### config.mk
export PLATFORM = sky130hd
export DESIGN_NAME = up_cmd_bridge_flat
export DESIGN_NICKNAME = d
export VERILOG_FILES = /design/src/rtl/up_cmd_bridge_if.sv /design/src/rtl/up_cmd_bridge.sv /design/src/flat_wrapper.sv
export SDC_FILE = /design/constraint.sdc
export NUM_CORES = 1
export LEC_CHECK = 0
export CAP_MARGIN = 30
export CORE_MARGIN = 2
export CORE_UTILIZATION = 50
export DETAILED_ROUTE_END_ITERATION = 6
export PLACE_DENSITY = 0.84
export RECOVER_POWER = 100
export SETUP_SLACK_MARGIN = 0.05
export SYNTH_ARGS = -nofsm -noshare
export SYNTH_HDL_FRONTEND = slang
export SYNTH_SLANG_ARGS = --single-unit
### constraint.sdc
create_clock -name clk -period 2.1 [get_ports clk]
set_input_delay 0.315 -clock clk [delete_from_list [all_inputs] [get_ports clk]]
set_output_delay 0.315 -clock clk [all_outputs]
set_load 0.02 [all_outputs]
### src/rtl/up_cmd_bridge_if.sv
// Byte-stream and register-bus signals of the command bridge.
//
// Handshake rule for both byte streams (rx_*, tx_*): a byte moves on a
// clock edge only when valid and ready are both 1 in that cycle. The
// sender keeps data stable while valid is high and ready is low.
interface up_cmd_bridge_if;
  logic [7:0]  rx_data;
  logic        rx_valid;
  logic        rx_ready;
  logic [7:0]  tx_data;
  logic        tx_valid;
  logic        tx_ready;
  logic        up_cs;
  logic        up_wr;
  logic        up_rd;
  logic [31:0] up_addr;
  logic [31:0] up_data_wr;
  logic [31:0] up_data_rd;
  logic        up_busy;

  // Bridge side: consumes commands, produces responses, masters the bus.
  modport master (
    input  rx_data, rx_valid, tx_ready, up_data_rd, up_busy,
    output rx_ready, tx_data, tx_valid, up_cs, up_wr, up_rd, up_addr, up_data_wr
  );

  // Environment side: command source, response sink and register bus.
  modport slave (
    output rx_data, rx_valid, tx_ready, up_data_rd, up_busy,
    input  rx_ready, tx_data, tx_valid, up_cs, up_wr, up_rd, up_addr, up_data_wr
  );
endinterface

### src/rtl/up_cmd_bridge.sv
// Byte-stream to register-bus command bridge.
// Frames: opcode ('W' 0x57 / 'R' 0x52), 4 address bytes MSB first, then
// 4 write-data bytes MSB first for writes. One bus strobe per frame, then
// a response: 'K' (write ok), 'D'+4 data bytes (read ok), 'T' (timeout),
// 'E' (unknown opcode).
module up_cmd_bridge #(
  parameter int unsigned TIMEOUT = 1023
) (
  input  logic            clk,
  input  logic            rst,
  up_cmd_bridge_if.master bus,
  output logic [2:0]      state_dbg
);

  localparam logic [2:0] S_IDLE   = 3'd0;
  localparam logic [2:0] S_ADDR   = 3'd1;
  localparam logic [2:0] S_WDATA  = 3'd2;
  localparam logic [2:0] S_STROBE = 3'd3;
  localparam logic [2:0] S_WAIT   = 3'd4;
  localparam logic [2:0] S_RESP   = 3'd5;

  localparam logic [7:0] OP_WR    = 8'h57;
  localparam logic [7:0] OP_RD    = 8'h52;
  localparam logic [7:0] RSP_ERR  = 8'h45;
  localparam logic [7:0] RSP_TMO  = 8'h54;
  localparam logic [7:0] RSP_OK   = 8'h4B;
  localparam logic [7:0] RSP_DATA = 8'h44;

  // Last busy cycle index before the access is abandoned.
  localparam logic [15:0] TMO_LAST = 16'(TIMEOUT - 1);

  logic [2:0]  state;
  logic        op_wr;
  logic [1:0]  byte_cnt;
  logic [15:0] tmo_cnt;
  logic [31:0] addr_q;
  logic [31:0] wdata_q;
  // Response bytes, current byte in the top 8 bits, shifted up per transfer.
  logic [39:0] resp_sr;
  // Bytes still to send, including the one currently presented.
  logic [2:0]  resp_left;
  logic        in_rx_state;
  logic        rx_fire;
  logic        tx_fire;

  // rx_ready is gated by rst so it reads 0 for the whole reset pulse and
  // rises in the very first cycle after rst drops.
  assign in_rx_state    = (state == S_IDLE) || (state == S_ADDR) || (state == S_WDATA);
  assign bus.rx_ready   = in_rx_state && !rst;
  assign rx_fire        = bus.rx_valid && bus.rx_ready;
  assign bus.tx_valid   = (state == S_RESP);
  assign bus.tx_data    = resp_sr[39:32];
  assign tx_fire        = bus.tx_valid && bus.tx_ready;
  assign bus.up_cs      = (state == S_STROBE);
  assign bus.up_wr      = (state == S_STROBE) && op_wr;
  assign bus.up_rd      = (state == S_STROBE) && !op_wr;
  assign bus.up_addr    = addr_q;
  assign bus.up_data_wr = wdata_q;
  assign state_dbg      = state;

  // Frame decode, bus access sequencing and response serialisation.
  always_ff @(posedge clk) begin
    if (rst) begin
      state     <= S_IDLE;
      op_wr     <= 1'b0;
      byte_cnt  <= 2'd0;
      tmo_cnt   <= 16'd0;
      addr_q    <= 32'd0;
      wdata_q   <= 32'd0;
      resp_sr   <= 40'd0;
      resp_left <= 3'd0;
    end else begin
      case (state)
        S_IDLE: begin
          if (rx_fire) begin
            if (bus.rx_data == OP_WR || bus.rx_data == OP_RD) begin
              op_wr    <= (bus.rx_data == OP_WR);
              byte_cnt <= 2'd0;
              state    <= S_ADDR;
            end else begin
              resp_sr   <= {RSP_ERR, 32'd0};
              resp_left <= 3'd1;
              state     <= S_RESP;
            end
          end
        end
        S_ADDR: begin
          if (rx_fire) begin
            addr_q   <= {addr_q[23:0], bus.rx_data};
            byte_cnt <= byte_cnt + 2'd1;
            if (byte_cnt == 2'd3) begin
              state <= op_wr ? S_WDATA : S_STROBE;
            end
          end
        end
        S_WDATA: begin
          if (rx_fire) begin
            wdata_q  <= {wdata_q[23:0], bus.rx_data};
            byte_cnt <= byte_cnt + 2'd1;
            if (byte_cnt == 2'd3) begin
              state <= S_STROBE;
            end
          end
        end
        S_STROBE: begin
          tmo_cnt <= 16'd0;
          state   <= S_WAIT;
        end
        S_WAIT: begin
          if (!bus.up_busy) begin
            if (op_wr) begin
              resp_sr   <= {RSP_OK, 32'd0};
              resp_left <= 3'd1;
            end else begin
              resp_sr   <= {RSP_DATA, bus.up_data_rd};
              resp_left <= 3'd5;
            end
            state <= S_RESP;
          end else begin
            tmo_cnt <= tmo_cnt + 16'd1;
            if (tmo_cnt == TMO_LAST) begin
              resp_sr   <= {RSP_TMO, 32'd0};
              resp_left <= 3'd1;
              state     <= S_RESP;
            end
          end
        end
        S_RESP: begin
          if (tx_fire) begin
            resp_sr   <= {resp_sr[31:0], 8'd0};
            resp_left <= resp_left - 3'd1;
            if (resp_left == 3'd1) begin
              state <= S_IDLE;
            end
          end
        end
        default: state <= S_IDLE;
      endcase
    end
  end

endmodule

### src/flat_wrapper.sv
// flat-port wrapper written by rule: the top's interface ports become plain ports
module up_cmd_bridge_flat 
#(
  parameter int unsigned TIMEOUT = 1023
)
  (clk, rst, state_dbg, bus_rx_data, bus_rx_valid, bus_tx_ready, bus_up_data_rd, bus_up_busy, bus_rx_ready, bus_tx_data, bus_tx_valid, bus_up_cs, bus_up_wr, bus_up_rd, bus_up_addr, bus_up_data_wr);
  up_cmd_bridge_if bus_i ();
  input  logic clk;
  input  logic rst;
  output logic [2:0] state_dbg;
  input wire logic [$bits(bus_i.rx_data)-1:0] bus_rx_data;
  input wire logic [$bits(bus_i.rx_valid)-1:0] bus_rx_valid;
  input wire logic [$bits(bus_i.tx_ready)-1:0] bus_tx_ready;
  input wire logic [$bits(bus_i.up_data_rd)-1:0] bus_up_data_rd;
  input wire logic [$bits(bus_i.up_busy)-1:0] bus_up_busy;
  output wire logic [$bits(bus_i.rx_ready)-1:0] bus_rx_ready;
  output wire logic [$bits(bus_i.tx_data)-1:0] bus_tx_data;
  output wire logic [$bits(bus_i.tx_valid)-1:0] bus_tx_valid;
  output wire logic [$bits(bus_i.up_cs)-1:0] bus_up_cs;
  output wire logic [$bits(bus_i.up_wr)-1:0] bus_up_wr;
  output wire logic [$bits(bus_i.up_rd)-1:0] bus_up_rd;
  output wire logic [$bits(bus_i.up_addr)-1:0] bus_up_addr;
  output wire logic [$bits(bus_i.up_data_wr)-1:0] bus_up_data_wr;
  assign bus_i.rx_data = bus_rx_data;
  assign bus_i.rx_valid = bus_rx_valid;
  assign bus_i.tx_ready = bus_tx_ready;
  assign bus_i.up_data_rd = bus_up_data_rd;
  assign bus_i.up_busy = bus_up_busy;
  assign bus_rx_ready = bus_i.rx_ready;
  assign bus_tx_data = bus_i.tx_data;
  assign bus_tx_valid = bus_i.tx_valid;
  assign bus_up_cs = bus_i.up_cs;
  assign bus_up_wr = bus_i.up_wr;
  assign bus_up_rd = bus_i.up_rd;
  assign bus_up_addr = bus_i.up_addr;
  assign bus_up_data_wr = bus_i.up_data_wr;
  up_cmd_bridge #(.TIMEOUT(TIMEOUT)) u_core (.clk(clk), .rst(rst), .bus(bus_i), .state_dbg(state_dbg));
endmodule
==> metrics <==
status complete, no violations; sequential-to-total area share from yosys stat 47.5%; max frequency 0.496 GHz; commonest non-fill, non-tap cell in the layout nand2_1; Finished Layout Cells 925; post-synthesis adder-cell area fraction 1.15%; Post-DP HPWL 9.72 mm; # hold bufs at CTS 0; die height 108 um; P&R area growth vs syn 38.4%; Crit-path slowest cell dfxtp_1; row cnt 38; final slew viol count 0; CTS Sinks 129; Peak VDD IR 0.000644 V; Setup Viol. Count Final 0; commonest non-fill, non-tap cells in the layout 146 x nand2_1, 127 x dfxtp_1, 118 x a21oi_1, 71 x dlygate4sd3_1, 47 x clkdlybuf4s50_1; critical path fanouts, max 25; clk slew on worst S/H paths 0.06 ns; Simple-Gate Fraction of Synth Area 18.6%; Setup crit start u_core.tmo_cnt[0]$_SDFFE_PP0P_; CP Launch Type flip-flop; minimum clock period after layout 2.02 ns; global-route wire length before repair 23.7 mm; cell area after layout 7530 sq um; xor/xnor cell area share of the yosys netlist 2.25%; syn_nets 697; crit share post-route 96.1%; total gr overflow 0; Post-synth EDFFs 0; layout cells sized above 1 11.6%; arrival time worst endpoint 2.40 ns; GP Congestion 0.806; # IOs 125; crit-path cells inv_1 -> ha_1 -> nor4b_2 -> nand4_1 -> o2bb2ai_1 -> nor2_1 -> buf_12 -> a211oi_1; largest net degree at the start of global routing 52; Initial Utilization 50.6%; initial DRC count 450; Total Nets Final 822; vias 5229; Clock Latency Late Sink 0.52 ns; post-synth cell types 59; ys async rst share 0%; Fillers 798; CTS tree done; CTS Buf Count 17; worst-margin pin slew 0.514 ns; Finished Core Util 70.1%; skew final 0.00672 ns; Ys Warns 0; vias in the first global route 5055; via density per instance 5.65; # DRC 0; CTS H-tree lvls 4; Worst R2R Start u_core.tmo_cnt[0]$_SDFFE_PP0P_; Compound-Gate Fraction of Synth Area 23.6%; Hold Crit Class input pin to flip-flop; FF/Latch Area 2580 sq um; Rel. slew slack 65.5%; Root Buffer clkbuf_8; initial antenna violation count 0; Crit Path Category flip-flop to flip-flop; Netlist Area Pre-Place 5440 sq um; Max stage delay on crit path 0.35 ns; routed wire length 14.8 mm; Hold Fails Final Rpt 0; Core Area 10700 sq um; RSZ-0062 raised after global routing true; routed length per instance 16.0 um; Synth Flop Type dfxtp_1; largest family of logic cells by synthesized area compound AO/OA/AOI/OAI gates; PwrDens 1210 nW/um^2; Leak 0.00283 uW; Hold Crit Start rst; critical path endpoint category flip-flop; Longest Clk Path Bufs 2; Cells after DPL 891; Yosys reg bits 129; Avg Cell Area, Syn 8.41 sq um; Inserted Diodes 0; IO buf count 124; post-synthesis cell count 647; antenna-violating nets left 0; multi-input logic area 2520 sq um; die area 11700 sq um; proportion of synthesized area in mux cells 0.575%; die width 108 um; First-pass DRT Iterations 5; all-layer global routing usage 25.8%; CP required 2.48 ns; Placed Area 6920 sq um; Total Power 9070 uW; Max Cap Viol 0
-- cells by family after synthesis --
group,after synthesis
AOI/OAI and AO/OA,207
adders and majority gates,5
DFF,129
muxes,3
xor gates and xnor gates,14
buffers and inverters,67
and+or+nand+nor,222
-- state kept, by name, summed over array words and instances, names as in the netlist --
register	flops
u_core.bus.up_addr	32
u_core.bus.up_data_wr	32
u_core.byte_cnt	2
u_core.op_wr	1
u_core.resp_left	3
u_core.resp_sr	40
u_core.state_dbg	3
u_core.tmo_cnt	16
-- timing repair --
action / CTS / global route
pin swaps: 0 / 3
resized for setup: 13 / 7
cloned: 0 / 1
endpoints found under the setup margin: 6 / 38
setup buffers: 0 / 1
-- synthesized netlist by cell type, drive strengths merged (3+ instances only) --
library cell	count	area (sq um)
nand2	146	548
inv	10	37.5
a211oi	28	223
nand2b	6	37.5
o31ai	3	36.3
buf	38	231
a21oi	118	591
nand4	7	43.8
and2	3	18.8
o21ai	16	80.1
nor2	24	97.6
ha	5	62.6
nor2b	3	18.8
nor3	9	56.3
a22oi	25	193
xnor2	7	61.3
nand3	7	35.0
dfxtp	129	2580
xor2	7	61.3
a311oi	5	50.0
clkbuf	19	72.6
-- worst paths after layout --
path	endpoint	slack [ns]	cells after the start
worst max-delay path	u_core.resp_sr[25]$_SDFFE_PP0P_	0.08	8
worst min register to register	u_core.bus.up_data_wr[31]$_SDFFE_PP0P_	0.45	2
worst min-delay path	u_core.byte_cnt[0]$_SDFFE_PP0P_	0.29	5
worst max register to register	u_core.resp_sr[25]$_SDFFE_PP0P_	0.08	8
-- layer usage --
metal / global-route usage (%) / vias to the layer above / share of wire (%)
met5: 0 / - / 0
met1: 30.2 / 2452 / 39
met3: 7.11 / 37 / 7.9
met2: 44.3 / 229 / 51
li1: - / 2511 / -
met4: 11.2 / 0 / 2.5
-- report_power, final --
| part | total, uW | switching (uW) | leakage (uW) | internal (uW) |
|---|---|---|---|---|
| clock network | 2980 | 1100 | 0.000284 | 1880 |
| logic | 3060 | 1730 | 0.00150 | 1330 |
| registers | 3040 | 238 | 0.00105 | 2800 |
| total | 9070 | 3060 | 0.00283 | 6010 |
-- final cells by class --
| cell class | count | share of cell area, % |
|---|---|---|
| inverters | 10 | 0.499 |
| flip-flops and latches | 129 | 34.3 |
| clock inverters | 12 | 2.08 |
| repair buffers | 163 | 21.3 |
| clock buffers | 20 | 5.92 |
| well taps | 140 | 2.33 |
| multi-input cells | 451 | 33.5 |
-- per-stage QoR --
step	worst slack (ns)	hold slack [ns]	setup TNS (ns)
detailed placement	-0.159	0.447	-4.43
global route	-0.0302	0.307	-0.424
floorplan	0.235	0.450	0
finish	0.0824	0.290	0
CTS	0.0613	0.271	0
global placement	-0.0983	0.442	-2.99
-- worst max-delay path: cells and delay by family, from the launching register on --
kind / cells / cell delay [ns]
compound gates: 2 / 0.33
fa+ha+maj: 1 / 0.16
buf+inv: 2 / 0.28
flops: 1 / 0.35
simple gates: 3 / 0.73
(Power assumes the default switching activity.)
